[config.mk]
export PLATFORM = sky130hd
export DESIGN_NAME = speed_msg_encoder
export DESIGN_NICKNAME = d
export VERILOG_FILES = /design/src/rtl/speed_msg_encoder_pkg.sv /design/src/rtl/speed_bcd_conv.sv /design/src/rtl/speed_msg_encoder.sv
export SDC_FILE = /design/constraint.sdc
export NUM_CORES = 1
export LEC_CHECK = 0
export CAP_MARGIN = 10
export CORE_MARGIN = 3
export CORE_UTILIZATION = 25
export CTS_CLUSTER_SIZE = 8
export DETAILED_ROUTE_END_ITERATION = 7
export GPL_ROUTABILITY_DRIVEN = 0
export HOLD_SLACK_MARGIN = 0.1
export PLACE_DENSITY_LB_ADDON = 0.1
export SLEW_MARGIN = 0
export SYNTH_ARGS = -nofsm -noshare
export SYNTH_HDL_FRONTEND = slang
export SYNTH_SLANG_ARGS = --single-unit
[constraint.sdc]
create_clock -name clk -period 2.47 [get_ports clk]
set_input_delay 0.247 -clock clk [delete_from_list [all_inputs] [get_ports clk]]
set_output_delay 0.247 -clock clk [all_outputs]
set_load 0.1 [all_outputs]
[src/rtl/speed_msg_encoder_pkg.sv]
// Shared definitions for the speed message encoder and the display decoder:
// message-code nibbles, FSM state encoding and the status classifier.
package speed_msg_encoder_pkg;

  // Digit codes are the BCD value itself.
  localparam logic [3:0] CODE_0     = 4'h0;
  localparam logic [3:0] CODE_1     = 4'h1;
  localparam logic [3:0] CODE_2     = 4'h2;
  localparam logic [3:0] CODE_3     = 4'h3;
  localparam logic [3:0] CODE_4     = 4'h4;
  localparam logic [3:0] CODE_5     = 4'h5;
  localparam logic [3:0] CODE_6     = 4'h6;
  localparam logic [3:0] CODE_7     = 4'h7;
  localparam logic [3:0] CODE_8     = 4'h8;
  localparam logic [3:0] CODE_9     = 4'h9;
  // Status codes; each is sent in both nibbles.
  localparam logic [3:0] CODE_EMPTY = 4'hA;
  localparam logic [3:0] CODE_HIGH  = 4'hB;
  localparam logic [3:0] CODE_LOW   = 4'hC;
  localparam logic [3:0] CODE_FREQ  = 4'hD;
  localparam logic [3:0] CODE_ERROR = 4'hE;

  // FSM state encoding.
  localparam logic [2:0] ST_IDLE  = 3'd0;
  localparam logic [2:0] ST_CONV  = 3'd1;
  localparam logic [2:0] ST_LOAD  = 3'd2;
  localparam logic [2:0] ST_PULSE = 3'd3;
  localparam logic [2:0] ST_GAP   = 3'd4;

  // Measurement qualifier flags that travel with a speed sample.
  typedef struct packed {
    logic err;
    logic freq;
    logic no_tgt;
  } flags_t;

  // Returns {is_status, code}. Priority: error, freq, no target, high, low.
  function automatic logic [4:0] classify(input flags_t f, input logic over,
                                          input logic under);
    if (f.err)         return {1'b1, CODE_ERROR};
    else if (f.freq)   return {1'b1, CODE_FREQ};
    else if (f.no_tgt) return {1'b1, CODE_EMPTY};
    else if (over)     return {1'b1, CODE_HIGH};
    else if (under)    return {1'b1, CODE_LOW};
    else               return {1'b0, CODE_0};
  endfunction

endpackage

[src/rtl/speed_bcd_conv.sv]
// Iterative binary-to-BCD converter: one subtract-10 step per enabled cycle.
// o_done is combinational so the caller can capture {tens, ones} on the same
// edge the remainder first drops below ten.
module speed_bcd_conv #(
  parameter int SPEED_W = 10
) (
  input  logic               clk,
  input  logic               rst,
  input  logic               i_start,
  input  logic               i_en,
  input  logic [SPEED_W-1:0] i_val,
  output logic               o_done,
  output logic [3:0]         o_tens,
  output logic [3:0]         o_ones
);

  localparam logic [SPEED_W-1:0] TEN = SPEED_W'(10);

  logic [SPEED_W-1:0] r_rem;
  logic [3:0]         r_tens;
  logic               w_done;

  assign w_done = (r_rem < TEN);

  // Load on start, then peel off one ten per cycle while enabled.
  always_ff @(posedge clk) begin
    if (rst) begin
      r_rem  <= '0;
      r_tens <= '0;
    end else if (i_start) begin
      r_rem  <= i_val;
      r_tens <= '0;
    end else if (i_en && !w_done) begin
      r_rem  <= r_rem - TEN;
      r_tens <= r_tens + 4'd1;
    end
  end

  assign o_done = w_done;
  assign o_tens = r_tens;
  assign o_ones = r_rem[3:0];

endmodule

[src/rtl/speed_msg_encoder.sv]
// Speed-to-display message encoder: classifies a strobed speed sample, builds
// an 8-bit display message and frames it with a noti pulse followed by a gap.
// Requests arriving while busy are held in a single latest-wins pending slot.
module speed_msg_encoder
  import speed_msg_encoder_pkg::*;
#(
  parameter int SPEED_W = 10,
  parameter int MIN_SPD = 3,
  parameter int MAX_SPD = 99,
  parameter int NOTI_W  = 4
) (
  input  logic               clk,
  input  logic               rst,
  input  logic [SPEED_W-1:0] speed_val,
  input  logic               speed_vld,
  input  logic               err_flag,
  input  logic               freq_flag,
  input  logic               no_tgt,
  output logic [7:0]         msg,
  output logic               noti,
  output logic               busy
);

  localparam int                 CNT_W = $clog2(NOTI_W + 1);
  localparam logic [CNT_W-1:0]   CNT_LAST = CNT_W'(NOTI_W - 1);
  localparam logic [SPEED_W:0]   MAX_V = (SPEED_W+1)'(MAX_SPD);
  localparam logic [SPEED_W:0]   MIN_V = (SPEED_W+1)'(MIN_SPD);

  logic [2:0]         r_state;
  logic [7:0]         r_msg;
  logic               r_noti;
  logic [CNT_W-1:0]   r_cnt;

  logic               r_pend_vld;
  logic [SPEED_W-1:0] r_pend_spd;
  flags_t             r_pend_flg;

  flags_t             w_in_flg;
  logic               w_req_vld;
  logic [SPEED_W-1:0] w_req_spd;
  flags_t             w_req_flg;
  logic               w_over;
  logic               w_under;
  logic [4:0]         w_cls;
  logic               w_is_stat;
  logic [3:0]         w_code;
  logic               w_idle;
  logic               w_conv_start;
  logic               w_conv_done;
  logic [3:0]         w_tens;
  logic [3:0]         w_ones;

  assign w_in_flg = '{err: err_flag, freq: freq_flag, no_tgt: no_tgt};
  assign w_idle   = (r_state == ST_IDLE);

  // The pending slot takes precedence over a fresh strobe in IDLE.
  assign w_req_vld = r_pend_vld | speed_vld;
  assign w_req_spd = r_pend_vld ? r_pend_spd : speed_val;
  assign w_req_flg = r_pend_vld ? r_pend_flg : w_in_flg;

  assign w_over    = ({1'b0, w_req_spd} > MAX_V);
  assign w_under   = ({1'b0, w_req_spd} < MIN_V);
  assign w_cls     = classify(w_req_flg, w_over, w_under);
  assign w_is_stat = w_cls[4];
  assign w_code    = w_cls[3:0];

  assign w_conv_start = w_idle && w_req_vld && !w_is_stat;

  speed_bcd_conv #(
    .SPEED_W (SPEED_W)
  ) u_conv (
    .clk     (clk),
    .rst     (rst),
    .i_start (w_conv_start),
    .i_en    (r_state == ST_CONV),
    .i_val   (w_req_spd),
    .o_done  (w_conv_done),
    .o_tens  (w_tens),
    .o_ones  (w_ones)
  );

  // Pending slot: latch any strobe while busy; in IDLE the slot is consumed,
  // but a strobe landing on that same edge refills it.
  always_ff @(posedge clk) begin
    if (rst) begin
      r_pend_vld <= 1'b0;
      r_pend_spd <= '0;
      r_pend_flg <= '0;
    end else if (!w_idle) begin
      if (speed_vld) begin
        r_pend_vld <= 1'b1;
        r_pend_spd <= speed_val;
        r_pend_flg <= w_in_flg;
      end
    end else begin
      r_pend_vld <= r_pend_vld && speed_vld;
      if (r_pend_vld && speed_vld) begin
        r_pend_spd <= speed_val;
        r_pend_flg <= w_in_flg;
      end
    end
  end

  // Main FSM: classify/convert, load msg, then NOTI_W high and NOTI_W low.
  always_ff @(posedge clk) begin
    if (rst) begin
      r_state <= ST_IDLE;
      r_msg   <= 8'h00;
      r_noti  <= 1'b0;
      r_cnt   <= '0;
    end else begin
      case (r_state)
        ST_IDLE: begin
          if (w_req_vld) begin
            if (w_is_stat) begin
              r_msg   <= {w_code, w_code};
              r_state <= ST_LOAD;
            end else begin
              r_state <= ST_CONV;
            end
          end
        end
        ST_CONV: begin
          if (w_conv_done) begin
            r_msg   <= {w_tens, w_ones};
            r_state <= ST_LOAD;
          end
        end
        ST_LOAD: begin
          r_noti  <= 1'b1;
          r_cnt   <= '0;
          r_state <= ST_PULSE;
        end
        ST_PULSE: begin
          if (r_cnt == CNT_LAST) begin
            r_noti  <= 1'b0;
            r_cnt   <= '0;
            r_state <= ST_GAP;
          end else begin
            r_cnt <= r_cnt + 1'b1;
          end
        end
        ST_GAP: begin
          if (r_cnt == CNT_LAST) begin
            r_cnt   <= '0;
            r_state <= ST_IDLE;
          end else begin
            r_cnt <= r_cnt + 1'b1;
          end
        end
        default: begin
          r_state <= ST_IDLE;
          r_noti  <= 1'b0;
          r_cnt   <= '0;
        end
      endcase
    end
  end

  assign msg  = r_msg;
  assign noti = r_noti;
  assign busy = !w_idle;

endmodule

==> run summary <==
ANT nets after route - 0
Skew-Pair Late Insertion Delay - 0.30 ns
crit-path max FO - 22
port buffer count - 25
DRC errors left - 0
Clock Pin Slew Worst Setup and Hold Paths - 0.09 ns
Yosys reg bits - 43
die area - 0.0105 mm²
Setup WS post-layout - 0.221 ns
vias in the first global route - 2111
Syn Nets - 300
worst hold-check path type - reg -> reg
CTS root buf - clkbuf_8
pre-CTS setup slack - 0.172 ns
number of H-tree levels - 2
Post-CTS Resized - 0
Avg WL per Cell - 15.3 µm
pwr dens - 1150 mW/mm²
Initial Utilization - 26.2%
first drt pass iteration count - 5
Post-CTS Setup Bufs - 0
Compound-Gate Fraction of Synth Area - 22.8%
CTS tree - yes
Cells after DPL - 421
Ant. Diodes - 0
Netlist cell types - 58
core area - 0.00889 mm²
largest family of logic cells by synthesized area - simple AND/OR/NAND/NOR gates
Flop pwr share - 29.3%
Internal Pwr Total - 1.71 mW
Rel. slew slack - 66.2%
main flop type after synthesis - dfxtp_1
Syn-to-layout area delta - 24.6%
FFs w/ async S/R, synth - 0%
power share of the clock group - 15.3%
row cnt - 34
outcome - completed
initial DRC count - 69
Horiz. Die Dim - 103 µm
Post-Layout Cell Count - 429
Sw Share - 49.0%
first-pass GRT wire length - 10.9 mm
Post-Synth Simple-Gate Area - 25.2%
switching pwr - 1.64 mW
clk sinks - 43
synthesized netlist cell count - 281
max cap viols - 0
Pleak - 1.10 nW
Final setup viols - 0
final WL - 6.56 mm
RSZ-0062 raised after global routing - no
overflow left after global routing - 0
Ports - 26
layout cells sized above 1 - 15.3%
Mean Syn Cell Area - 8.30 µm²
Crit. End Element - flop
global router's overall resource usage - 13.4%
Worst EP required - 2.66 ns
fmax - 445 MHz
Fin. Hold Viols - 0
largest net degree at the start of global routing - 28
Slew Viols, Final - 0
Clock Skew - 0.00365 ns
Tcrit/Tclk final - 91.1%
maximum clock path buffer count - 2
number of synthesis warnings - 0
Seq/Total Area, Yosys - 36.9%
crit path kind - reg -> reg
min Tclk post-route - 2.25 ns
share of synthesized area spent on multiplexers - 5.64%
Slew @ Worst Pin - 0.507 ns
Post-synth EDFFs - 0
via count - 2155
VDD IR max - 0.790 mV
adder-cell share of the synthesized area - 1.61%
XOR/XNOR share of the synthesized area - 3.01%
Critical Path AT - 2.44 ns
Post-DP HPWL - 4.91 mm
vias per inst - 5.02
Post-CTS Hold Buffers - 0
antenna violations before repair - 0
fin nets - 339
CTS Buf Count - 5
Comb pwr share - 55.4%
Sum Neg Setup Slack - 0 ns
Die H - 103 µm
hold_ws - 0.463 ns
mapped cell area - 0.00233 mm²
CP startpoint kind - flop
## sequential cells by signal (all words and copies together) (netlist names)
name,count
u_conv.o_tens,4
r_cnt,3
r_pend_spd,10
r_state,3
r_pend_flg,3
msg,8
u_conv.r_rem,10
noti,1
r_pend_vld,1
## per-stage QoR
stage          utilization (%)  instance area, µm²  power [mW]
6_report                  32.7                2910        3.35
5_1_grt                   32.7                2910        3.58
4_1_cts                   32.7                2910        3.38
3_5_place_dp              31.6                2810        2.86
3_3_place_gp              31.6                2810        2.87
2_1_floorplan                -                2330        2.32
## synthesized netlist by cell type, types with 4 or more instances
cell / n / area share, %
nor3_1: 10 / 2.1
a21oi_1: 17 / 3.6
inv_1: 9 / 1.4
nand2_1: 40 / 6.4
o21ai_0: 12 / 2.6
nand4_1: 4 / 1.1
a221oi_1: 6 / 2.3
nand3b_1: 4 / 1.3
clkbuf_1: 7 / 1.1
a211oi_1: 10 / 3.2
xor2_1: 4 / 1.5
xnor2_1: 4 / 1.5
dfxtp_1: 43 / 37
a31oi_1: 5 / 1.3
nor2b_1: 7 / 1.9
nand3_1: 5 / 1.1
buf_2: 6 / 1.3
mux2i_1: 12 / 5.2
nor2_1: 20 / 3.2
## critical path: stages, from the launching register on
cell and delay (ns):
dfxtp_1 0.36, buf_12 0.17, nor4b_1 0.15, buf_4 0.14
or2_2 0.30, o2111a_2 0.21, nor3_4 0.45, mux2_1 0.37
## layer usage
layer / vias up / wire [µm] / track usage (%)
met4: 0 / 76 / 4.04
li1: 1110 / - / -
met2: 28 / 3070 / 22.0
met5: - / 0 / 0
met1: 1011 / 3270 / 17.7
met3: 6 / 153 / 2.64
## cell families after synthesis
| family | count (synthesis) |
|---|---|
| AO/OA/AOI/OAI | 76 |
| flip-flops | 43 |
| multiplexers | 13 |
| AND/OR/NAND/NOR | 112 |
| buffers and inverters | 26 |
| adder cells (fa/ha/maj) | 3 |
| XOR/XNOR | 8 |
## area by class of cell
type	instances	area, µm²
multi-input combinational	212	1360
tap	108	135
sequential	43	861
inverter	9	33.8
fill	965	5990
timing repair buffer	49	418
clock buffer	8	100
## cell usage in the layout (no fill, tap or decap), types with 6 or more instances in the layout
cell type        count
mux2i_1             12
nand2_1             40
nor2_1              20
a21oi_1             17
clkdlybuf4s50_1     15
dfxtp_1             43
a221oi_1             6
inv_1                9
buf_4               33
clkbuf_8             7
nor3_1              10
nor2b_1              7
o21ai_0             12
a211oi_1            10
## final timing paths
kind / from / endpoint / slack, ns / depth (start not counted)
min reg2reg: msg[5] / msg[5] / 0.46 / 2
min: msg[5] / msg[5] / 0.46 / 2
max: r_pend_vld / u_conv.r_rem[2] / 0.22 / 7
max reg2reg: r_pend_vld / u_conv.r_rem[2] / 0.22 / 7
## power groups by stage
stage	logic, mW	clock network [mW]	registers (mW)
after global routing	2.01	0.556	1.01
after detailed placement	1.87	0	0.996
after global placement	1.87	0	0.998
after CTS	1.87	0.527	0.980
final	1.86	0.513	0.982
after floorplan	0.911	0	1.41
Power figures use the tool's default switching activity.
